--- src/rtl/pu_slave_spi_rx_bank_if.sv ---
// Bus between the SPI splitter/NITTA side and the receive double buffer.
// The master drives words, frame/cycle pulses and the read strobe; the slave returns read data and status.
interface pu_slave_spi_rx_bank_if #(
  parameter int DATA_WIDTH = 32,
  parameter int ATTR_WIDTH = 4,
  parameter int CNT_W      = 3
);
  logic                  wr;
  logic [DATA_WIDTH-1:0] data_in;
  logic                  frame_end;
  logic                  signal_cycle;
  logic                  oe;
  logic [DATA_WIDTH-1:0] data_out;
  logic [ATTR_WIDTH-1:0] attr_out;
  logic [CNT_W-1:0]      words_ready;

  modport master (
    output wr, data_in, frame_end, signal_cycle, oe,
    input  data_out, attr_out, words_ready
  );

  modport slave (
    input  wr, data_in, frame_end, signal_cycle, oe,
    output data_out, attr_out, words_ready
  );
endinterface

--- src/rtl/pu_slave_spi_rx_bank.sv ---
// Receive-side double buffer: fills a write bank from the SPI splitter and swaps it to NITTA at a cycle boundary.
// Optional SPI_RX_STATUS_WORD_EN: read slot 0 returns {rovf, zero pad, rcnt} ahead of the data words.
module pu_slave_spi_rx_bank #(
  parameter int DATA_WIDTH = 32,
  parameter int ATTR_WIDTH = 4,
  parameter int BUF_SIZE   = 6
) (
  input  logic                  clk,
  input  logic                  rst,
  pu_slave_spi_rx_bank_if.slave bus
);
  localparam int CNT_W = $clog2(BUF_SIZE + 1);
  localparam int RP_W  = $clog2(BUF_SIZE + 2);
  localparam int AW    = (BUF_SIZE > 1) ? $clog2(BUF_SIZE) : 1;

  logic                  wsel_q, wsel_d;
  logic [CNT_W-1:0]      wp_q, wp_d;
  logic [CNT_W-1:0]      rcnt_q, rcnt_d;
  logic [RP_W-1:0]       rp_q, rp_d;
  logic                  pend_q, pend_d;
  logic                  wovf_q, wovf_d;
  logic                  rovf_q, rovf_d;
  logic [DATA_WIDTH-1:0] mem_q [0:1][0:BUF_SIZE-1];

  logic                  swap;
  logic                  mem_we;
  logic                  mem_wsel;
  logic [AW-1:0]         mem_waddr;
  logic [RP_W-1:0]       rd_limit;
  logic                  rd_valid;
  logic [AW-1:0]         rd_addr;
  logic [DATA_WIDTH-1:0] rd_word;

  // A frame_end arriving together with signal_cycle still hands the frame over in that clock.
  assign swap = bus.signal_cycle && (pend_q || bus.frame_end);

`ifdef SPI_RX_STATUS_WORD_EN
  logic [DATA_WIDTH-1:0] status_word;

  always_comb begin
    status_word                 = '0;
    status_word[DATA_WIDTH-1]   = rovf_q;
    status_word[CNT_W-1:0]      = rcnt_q;
  end

  assign rd_limit = RP_W'(rcnt_q) + RP_W'(1);
  assign rd_addr  = AW'(rp_q - RP_W'(1));
  assign rd_word  = (rp_q == '0) ? status_word : mem_q[~wsel_q][rd_addr];
`else
  assign rd_limit = RP_W'(rcnt_q);
  assign rd_addr  = AW'(rp_q);
  assign rd_word  = mem_q[~wsel_q][rd_addr];
`endif

  assign rd_valid = rp_q < rd_limit;

  always_comb begin
    wsel_d    = wsel_q;
    wp_d      = wp_q;
    rcnt_d    = rcnt_q;
    rp_d      = rp_q;
    pend_d    = pend_q;
    wovf_d    = wovf_q;
    rovf_d    = rovf_q;
    mem_we    = 1'b0;
    mem_wsel  = wsel_q;
    mem_waddr = AW'(wp_q);

    if (bus.oe && rd_valid) rp_d = rp_q + RP_W'(1);
    if (bus.signal_cycle)   rp_d = '0;

    if (swap) begin
      wsel_d    = ~wsel_q;
      rcnt_d    = wp_q;
      rovf_d    = wovf_q;
      wovf_d    = 1'b0;
      pend_d    = 1'b0;
      // A word in the swap clock opens the next frame in the freshly freed bank.
      wp_d      = bus.wr ? CNT_W'(1) : '0;
      mem_we    = bus.wr;
      mem_wsel  = ~wsel_q;
      mem_waddr = '0;
    end else begin
      if (bus.frame_end) pend_d = 1'b1;
      if (bus.wr) begin
        if (wp_q < CNT_W'(BUF_SIZE)) begin
          mem_we = 1'b1;
          wp_d   = wp_q + CNT_W'(1);
        end else begin
          wovf_d = 1'b1;
        end
      end
    end
  end

  always_ff @(posedge clk) begin
    if (rst) begin
      wsel_q <= 1'b0;
      wp_q   <= '0;
      rcnt_q <= '0;
      rp_q   <= '0;
      pend_q <= 1'b0;
      wovf_q <= 1'b0;
      rovf_q <= 1'b0;
    end else begin
      wsel_q <= wsel_d;
      wp_q   <= wp_d;
      rcnt_q <= rcnt_d;
      rp_q   <= rp_d;
      pend_q <= pend_d;
      wovf_q <= wovf_d;
      rovf_q <= rovf_d;
    end
  end

  // Bank contents are never cleared; rcnt alone decides what is readable.
  always_ff @(posedge clk) begin
    if (mem_we && !rst) mem_q[mem_wsel][mem_waddr] <= bus.data_in;
  end

  always_comb begin
    bus.data_out = '0;
    bus.attr_out = '0;
    if (bus.oe) begin
      bus.attr_out[0] = ~rd_valid;
      bus.attr_out[1] = rovf_q;
      if (rd_valid) bus.data_out = rd_word;
    end
  end

  assign bus.words_ready = rcnt_q;
endmodule
--- src/flat_wrapper.sv ---
// flat-port wrapper written by rule: the top's interface ports become plain ports
module pu_slave_spi_rx_bank_flat 
#(
  parameter int DATA_WIDTH = 32,
  parameter int ATTR_WIDTH = 4,
  parameter int BUF_SIZE   = 6
)
  (clk, rst, bus_wr, bus_data_in, bus_frame_end, bus_signal_cycle, bus_oe, bus_data_out, bus_attr_out, bus_words_ready);
  pu_slave_spi_rx_bank_if #(.DATA_WIDTH(DATA_WIDTH), .ATTR_WIDTH(ATTR_WIDTH)) bus_i ();
  input  logic clk;
  input  logic rst;
  input wire logic [$bits(bus_i.wr)-1:0] bus_wr;
  input wire logic [$bits(bus_i.data_in)-1:0] bus_data_in;
  input wire logic [$bits(bus_i.frame_end)-1:0] bus_frame_end;
  input wire logic [$bits(bus_i.signal_cycle)-1:0] bus_signal_cycle;
  input wire logic [$bits(bus_i.oe)-1:0] bus_oe;
  output wire logic [$bits(bus_i.data_out)-1:0] bus_data_out;
  output wire logic [$bits(bus_i.attr_out)-1:0] bus_attr_out;
  output wire logic [$bits(bus_i.words_ready)-1:0] bus_words_ready;
  assign bus_i.wr = bus_wr;
  assign bus_i.data_in = bus_data_in;
  assign bus_i.frame_end = bus_frame_end;
  assign bus_i.signal_cycle = bus_signal_cycle;
  assign bus_i.oe = bus_oe;
  assign bus_data_out = bus_i.data_out;
  assign bus_attr_out = bus_i.attr_out;
  assign bus_words_ready = bus_i.words_ready;
  pu_slave_spi_rx_bank #(.DATA_WIDTH(DATA_WIDTH), .ATTR_WIDTH(ATTR_WIDTH), .BUF_SIZE(BUF_SIZE)) u_core (.clk(clk), .rst(rst), .bus(bus_i));
endmodule
--- config.mk ---
export PLATFORM = sky130hd
export DESIGN_NAME = pu_slave_spi_rx_bank_flat
export DESIGN_NICKNAME = d
export VERILOG_FILES = /design/src/rtl/pu_slave_spi_rx_bank_if.sv /design/src/rtl/pu_slave_spi_rx_bank.sv /design/src/flat_wrapper.sv
export SDC_FILE = /design/constraint.sdc
export NUM_CORES = 1
export LEC_CHECK = 0
export ABC_AREA = 1
export CORE_ASPECT_RATIO = 1.75
export CORE_MARGIN = 4
export CORE_UTILIZATION = 50
export CTS_BUF_LIST = sky130_fd_sc_hd__clkbuf_8 sky130_fd_sc_hd__clkbuf_16
export CTS_CLUSTER_SIZE = 28
export DETAILED_ROUTE_END_ITERATION = 6
export GPL_TIMING_DRIVEN = 0
export PLACE_DENSITY = 0.67
export SYNTH_ARGS = -nofsm -noshare
export SYNTH_HDL_FRONTEND = slang
export SYNTH_SLANG_ARGS = --single-unit
--- constraint.sdc ---
create_clock -name clk -period 9.8 [get_ports clk]
set_clock_uncertainty 0.15 [all_clocks]
set_input_delay 1.96 -clock clk [delete_from_list [all_inputs] [get_ports clk]]
set_output_delay 1.96 -clock clk [all_outputs]
set_load 0.005 [all_outputs]
# [Word-level counts from Yosys, hierarchy flattened]
# Memory sizes are Yosys's and may differ from the RTL's.
# Cells that the tools add are included.
[classes] add_sub_neg=2 order_cmp=5 n_mux=19 bitwise=5 n_reduce_logical=12
[ops] operator="$mux 192" count=1
[ops] operator="$mux 32" count=5
[ops] operator="$bmux 32 s3" count=1
[ops] operator="$demux 32 s3" count=1
[ops] operator="$mux 3" count=4
[ops] operator="$ge 4x4->1 const B" count=2
[ops] operator="$not 3->4" count=2
[ops] operator="$add 3x1->3 const B" count=2
[ops] operator="$mux 1" count=6
[ops] operator="$logic_and 1x1->1" count=4
[ops] operator="$lt 4x1->1 const B" count=1
[ops] operator="$reduce_and 2->1" count=2
[ops] operator="$reduce_bool 2->1" count=2
[ops] operator="$reduce_or 2->1" count=2
[ops] operator="$lt 3x3->1" count=1
[ops] operator="$lt 3x3->1 const B" count=1
[ops] operator="$not 1->1" count=3
[ops] operator="$mux 2" count=1
[ops] operator="$logic_not 1->1" count=1
[ops] operator="$logic_or 1x1->1" count=1
[totals] reg_bits=13 ramBits=384 inputBits=38 out_inout_bits=39 elab_cells=51 n_memories=1
[mem_list] memory="u_core.mem_q" depth=2 width=192 read_ports=1 rd_ports_with_merged_regs=0 write_ports=1 line_no="pu_slave_spi_rx_bank.sv:23" text="logic [DATA_WIDTH-1:0] mem_q [0:1][0:BUF_SIZE-1];"

# [Logic depth before layout (Yosys ltp)]
# Gate-level depths: netlist of run 1.
[depth] ltp_word=9 ltp_mapped=9 mapped_depth_nobuf=8

# [Least setup slack after synthesis of run 1]
# OpenSTA, ideal clock, no wires.
[synth_path] path_kind="input to output" startpoint="input port bus_oe" endpoint="output port bus_data_out[10]" arrival_ps=2591 t_required_ps=7690 slack_ps=5099 stages=5 cell_sequence="inv_1 -> nor2_2 -> inv_2 -> clkbuf_1 -> a21oi_1"
[synth_between] elab_chain_len=1
[synth_lines] item="from (decl)" line_no="flat_wrapper.sv:16" text="input wire logic [$bits(bus_i.oe)-1:0] bus_oe;"
[synth_lines] item="$mux 32" line_no="pu_slave_spi_rx_bank.sv:124" text="if (bus.oe) begin"
[synth_lines] item="to (decl)" line_no="flat_wrapper.sv:17" text="output wire logic [$bits(bus_i.data_out)-1:0] bus_data_out;"
# No other way between the ends.

# [Final worst setup path of run 1]
[layout_path] startpoint="input port bus_oe" endpoint="output port bus_data_out[1]"
# The elaborated chain is that of the path after synthesis.

==> results of run 1 <==
[power breakdown]
| part | switching (mW) | total (mW) | internal, mW |
|---|---|---|---|
| clock | 0.596 | 1.36 | 0.763 |
| combinational | 0.220 | 0.328 | 0.108 |
| sequential | 0.00537 | 1.88 | 1.87 |
| total | 0.821 | 3.57 | 2.75 |
[layout make-up]
| cell class | count | area share [%] |
|---|---|---|
| plain buffers | 83 | 2.35 |
| clock inverters | 24 | 0.951 |
| well taps | 405 | 2.60 |
| clock buffers | 37 | 4.76 |
| multi-input cells | 846 | 19.4 |
| inverters | 209 | 4.03 |
| flip-flops and latches | 397 | 60.6 |
| repair buffers | 85 | 5.37 |
[stage by stage]
step / worst slack [ps] / power (mW)
after detailed placement: 3550 / 2.24
after global placement: 3260 / 2.23
after global routing: 3440 / 3.68
final: 3520 / 3.57
after floorplan: 5100 / 2.09
after CTS: 3540 / 3.58
[layer usage]
layer | up-vias | global-route usage (%)
li1 | 5351 | -
met1 | 5486 | 25.8
met2 | 432 | 43.8
met3 | 122 | 3.00
met4 | 0 | 9.63
met5 | - | 0
[cell usage in the layout (no fill, tap or decap)]
cell,synthesis,layout
edfxtp_1,384,384
nand2_1,368,368
inv_1,206,215
nand3_1,201,201
nor2_1,124,112
clkdlybuf4s50_1,0,73
o21ai_0,68,68
buf_2,41,41
a21oi_1,38,38
clkbuf_16,0,37
o21ai_1,31,31
clkbuf_1,19,19
dfxtp_1,13,13
buf_4,12,12
nor2_4,0,12
buf_16,0,10
clkinv_1,0,6
buf_1,5,5
buf_6,5,5
ha_1,4,4
clkinv_2,0,4
a211oi_1,3,3
inv_2,3,3
bufinv_16,0,3
conb_1,1,2
buf_12,0,2
o21ai_2,1,1
xor2_2,1,1
nand4_1,1,1
nor3_1,1,1
mux2_2,1,1
o21a_1,1,1
buf_8,1,1
nor2_2,1,1
clkinvlp_4,0,1
inv_8,0,1
[worst paths after layout]
check / start / depth (start not counted) / end / slack [ps]
max: bus_oe / 7 / bus_data_out[1] / 3520
max reg2reg: u_core.wsel_q / 6 / u_core.mem_q[1][63] / 6610
min: u_core.wovf_q / 2 / u_core.rovf_q / 310
min reg2reg: u_core.wovf_q / 2 / u_core.rovf_q / 310
[logic make-up after synthesis]
family	after synthesis	share of synthesized area, %
flip-flops	397	70.6
other	1	0.0224
buffers and inverters	292	7.43
adder cells (fa/ha/maj)	4	0.300
AND/OR/NAND/NOR	696	17.2
XOR/XNOR	1	0.0974
multiplexers	1	0.0674
AO/OA/AOI/OAI	142	4.34
[registers in the layout, indices dropped and copies added, names as in the netlist]
| signal | flops |
|---|---|
| u_core.pend_q | 1 |
| u_core.wp_q | 3 |
| u_core.rd_addr | 3 |
| u_core.wovf_q | 1 |
| u_core.bus.words_ready | 3 |
| u_core.wsel_q | 1 |
| u_core.mem_q | 384 |
| u_core.rovf_q | 1 |
[worst max-delay path: stages]
cell             delay (ps)
clkdlybuf4s50_1         480
inv_1                    60
nor2_2                  260
inv_2                   180
clkbuf_1                310
a21oi_1                 350
clkdlybuf4s50_1         560
==> flow_summary.toml, run 1 <==
[cells_and_area]
drive_gt1_share_pct = 8.09
finalInstanceArea_um2 = 19500
final_cells = 2086
n_fill_cell = 2645
area_delta_synth_final_pct = 16.5
nets = 1701
antenna_cells = 0
multi_input_area_um2 = 3770
regArea_um2 = 11800
fin_util_pct = 58.9

[setup_path]
cp.arrival_ps = 4170
start_kind = "input pin"
crit_type = "input pin to output pin"
crit_fanout = 10
worstPathRequired_ps = 7690
crit_path_end_kind = "output pin"

[floorplanning]
initial_core_util_pct = 50.6
core_area_um2 = 33000
die_y_um = 250
fp.dieArea_um2 = 36500
die_x_um = 146
row_count = 88
io_pins = 77

[clock_network]
clk_pin_slew_ps = 60
hold_buffers = 0
cts_htree_levels = 2
cts-root-buf = "clkbuf_16"
cts_tree = "yes"
numClockSinks = 397
cts_buffers = 37
clock_latency_ps = 530
cts_buffer_depth = 3
post_cts_resized = 0
post-cts-setup-buffers = 0

[logic_synthesis]
synthArstFlopShare_pct = 0
yosysTopAreaCell = "edfxtp_1"
ys.flop_type = "edfxtp_1"
syn-cell-area_um2 = 16700
synth.most_common_cell = "edfxtp_1"
netlist_instances = 1534
yosysTopAreaCellShare_pct = 69.0
ys_top_cells_by_count = "384 x edfxtp_1, 368 x nand2_1, 206 x inv_1"
synth-seq-cells = 397
synth.area.top_cells = "edfxtp_1 69%, nand2_1 8.3%, nand3_1 6.0%, inv_1 4.6%, nor2_1 2.8%"
avgSynthCellArea_um2 = 10.9
synth_edf_count = 384
yosysWarnings = 0
ys_seq_area_share_pct = 70.6
yosysUniqueCellTypes = 26

[drt]
drtPass1Iterations = 6
drt-met1-wl_um = 15600
wl_per_cell_um = 20.6
antenna_left = 0
totalWireLength_um = 42900
dr_total_vias = 11400
met2WireLength_um = 23300
first_iter_violations = 968
drcViolationCount = 0
wl_met3_um = 2140
via_per_inst = 5.46
highest_layer = "met4"

[sta]
fin_hold_ws_ps = 313
rsz0062_at_grt = "false"
drv_slew = 0
setup_tns_ps = 0
period_share_pct = 64.0
slew_headroom_pct = 48.0
tightest_slew_ps = 780
min_period_ps = 6280
fmax_mhz = 159
hold_violations = 0
final-setup-viol-count = 0

[global_route]
grt_pass1_vias = 11400
grt_pass1_wl_um = 64400
overflow = 0
antenna_found_initial = 0
grt_usage_pct = 23.1
grt_max_degree = 25

[power]
leakagePower_nw = 7.64
powerDensity_nw_per_um2 = 183
ir_worst_vdd_mv = 0.140

[flow_run]
drv_cap = 0

[placement]
numPortBuffers = 73
gp_congestion = 0.824
placedCellCount = 2025
dp_hpwl_um = 29000
dpl_cell_area_um2 = 18400

[run_status]
status = "finished, final reports clean"

[hold_path]
worstHoldPathType = "register to register"
No activity file was read; power rests on OpenSTA's default activity.
==> run 2: changes to the inputs <==
--- a/config.mk
+++ b/config.mk
@@ -13,7 +13,7 @@
 export CTS_CLUSTER_SIZE = 28
 export DETAILED_ROUTE_END_ITERATION = 6
 export GPL_TIMING_DRIVEN = 0
-export PLACE_DENSITY = 0.67
+export PLACE_DENSITY = 0.7
 export SYNTH_ARGS = -nofsm -noshare
 export SYNTH_HDL_FRONTEND = slang
 export SYNTH_SLANG_ARGS = --single-unit
==> constraint.sdc (replaced) <==
create_clock -name clk -period 5.7 [get_ports clk]
set_clock_uncertainty 0.15 [all_clocks]
set_input_delay 1.14 -clock clk [delete_from_list [all_inputs] [get_ports clk]]
set_output_delay 1.14 -clock clk [all_outputs]
set_load 0.005 [all_outputs]
==> run 2 against run 1 <==
Setup slack worse by 2500 ps. Power up 77%. Sequential power up 72%. Flip-flop and latch count unchanged.
==> flow_summary.toml, run 2 (synthesis gave the netlist of run 1 again) <==
[run_status]
status = "finished, final reports clean"

[placement]
numPortBuffers = 73
gp_congestion = 0.838
place_ws_ps = 1020
dp_hpwl_um = 29000
placedCellCount = 2025

[sta]
final-setup-viol-count = 0
min_period_ps = 4680
hold_violations = 0
rsz0062_at_grt = "false"
slew_headroom_pct = 48.9
finalWorstSetupSlack_ps = 1020
period_share_pct = 82.2
tightest_slew_ps = 765
fmax_mhz = 214
setup_tns_ps = 0
drv_slew = 0

[cells_and_area]
final_common_cell = "edfxtp_1"
final_cells = 2086
final_cell_mix = "384 x edfxtp_1, 368 x nand2_1, 210 x inv_1"
antenna_cells = 0
largest_register_ffs = 384
area_delta_synth_final_pct = 17.1
fin_util_pct = 59.2
top_register = "u_core.mem_q"
n_fill_cell = 2569
drive_gt1_share_pct = 8.51
nets = 1699

[floorplanning]
die_y_um = 250
row_count = 88
initial_core_util_pct = 50.6
io_pins = 77
fp.dieArea_um2 = 36500
die_x_um = 146
core_area_um2 = 33000

[clock_network]
post-cts-setup-buffers = 0
clk_pin_slew_ps = 60
cts_tree = "yes"
cts_htree_levels = 2
cts_buffer_depth = 3
hold_buffers = 0
numClockSinks = 397
post_cts_resized = 0
cts-root-buf = "clkbuf_16"
cts_buffers = 35
clock_latency_ps = 530

[setup_path]
crit_fanout = 10
r2r_end = "u_core.mem_q[1][146]"
crit_type = "input pin to output pin"
endpoint = "bus_data_out[1]"
crit_path_end_kind = "output pin"
cp.arrival_ps = 3390
r2r-start = "u_core.wsel_q"
critPathLaunch = "bus_oe"
ff2ff_setup_slack_ps = 2430
worstPathRequired_ps = 4410
reg2regPathDepth = 6
start_kind = "input pin"

[power]
p_int_mw = 4.89
ir_worst_vdd_mv = 0.265
power_frac_comb_pct = 9.0
swShare_pct = 22.4
p_switching_mw = 1.41
leakagePower_nw = 7.66
powerDensity_nw_per_um2 = 322
clock_power_share_pct = 39.7
power_frac_seq_pct = 51.3

[drt]
drcViolationCount = 0
dr_total_vias = 11400
first_iter_violations = 1069
totalWireLength_um = 42800
drtPass1Iterations = 5
via_per_inst = 5.46
antenna_left = 0
wl_per_cell_um = 20.5

[global_route]
grt_pass1_vias = 11700
antenna_found_initial = 0
grt_usage_pct = 23.2
overflow = 0
grt_pass1_wl_um = 64700
grt_max_degree = 27

[flow_run]
drv_cap = 0

[hold_path]
worstHoldPathType = "register to register"
## run 2: cell types whose count changed in the layout (fill, tap and decap cells not counted), sizes merged
cell	before	now
inv	219	213
clkbuf	56	61
clkinv	10	7
bufinv	3	5
clkinvlp	1	3
## run 2: worst min-delay path by stage
stage	end	start	cells past startpoint
floorplan	u_core.rovf_q	u_core.wovf_q	2
global placement	u_core.wovf_q	u_core.wovf_q	1
detailed placement	u_core.rovf_q	u_core.rovf_q	2
CTS	u_core.rovf_q	u_core.rovf_q	2
global route	u_core.wovf_q	u_core.wovf_q	1
finish	u_core.rovf_q	u_core.rovf_q	2
## run 2: area by class of cell
cell class                 count  area, um2  area share [%]
buffer                        83        457            2.33
clock buffer                  42       1010            5.14
clock inverter                19        218            1.11
inverter                     209        785            4.01
multi-input combinational    846       3770            19.3
sequential                   397      11800            60.3
tap                          405        507            2.59
timing repair buffer          85       1030            5.27
## run 2: metrics by stage
step	total power, mW	hold slack, ps	instance area, um2
after floorplan	3.59	290	16700
after global placement	3.83	301	17900
after detailed placement	3.86	313	18300
after CTS	6.32	323	19600
after global routing	6.48	351	19600
final	6.30	317	19600
## run 2: routing by layer
layer	vias up	global-route usage [%]	wire length (um)
li1	5336	-	-
met1	5434	24.7	14800
met4	0	11.3	2090
met5	-	0	0
met2	483	44.2	23300
met3	135	3.27	2630
## run 2: power by group through the flow
stage	sequential [mW]	clock (mW)	combinational, mW
after floorplan	3.29	0	0.296
after global placement	3.30	0	0.534
after detailed placement	3.30	0	0.563
after CTS	3.23	2.52	0.567
after global routing	3.23	2.63	0.615
final	3.23	2.50	0.565
## run 2: worst max-delay path, cell delays in order
cell and delay [ps]:
clkdlybuf4s50_1 480, inv_1 70, nor2_2 250, inv_2 170
clkbuf_1 330, a21oi_1 380, clkdlybuf4s50_1 570
==> run 3: changes to the inputs <==
--- a/config.mk
+++ b/config.mk
@@ -13,7 +13,7 @@
 export CTS_CLUSTER_SIZE = 28
 export DETAILED_ROUTE_END_ITERATION = 6
 export GPL_TIMING_DRIVEN = 0
-export PLACE_DENSITY = 0.7
+export PLACE_DENSITY = 0.67
 export SYNTH_ARGS = -nofsm -noshare
 export SYNTH_HDL_FRONTEND = slang
 export SYNTH_SLANG_ARGS = --single-unit
==> constraint.sdc (replaced) <==
create_clock -name clk -period 4.74 [get_ports clk]
set_clock_uncertainty 0.15 [all_clocks]
set_input_delay 0.948 -clock clk [delete_from_list [all_inputs] [get_ports clk]]
set_output_delay 0.948 -clock clk [all_outputs]
set_load 0.005 [all_outputs]
==> results of run 3 <==
Same layout as run 1 (identical final DEF). Status: finished, final reports clean.
Main changes from that run: setup slack after placement 3550 ps -> 510 ps; setup slack after layout 3520 ps -> 487 ps; register-to-register setup slack 6610 ps -> 1550 ps; total power 3.57 mW -> 7.38 mW; worst IR drop on VDD 0.140 mV -> 0.289 mV
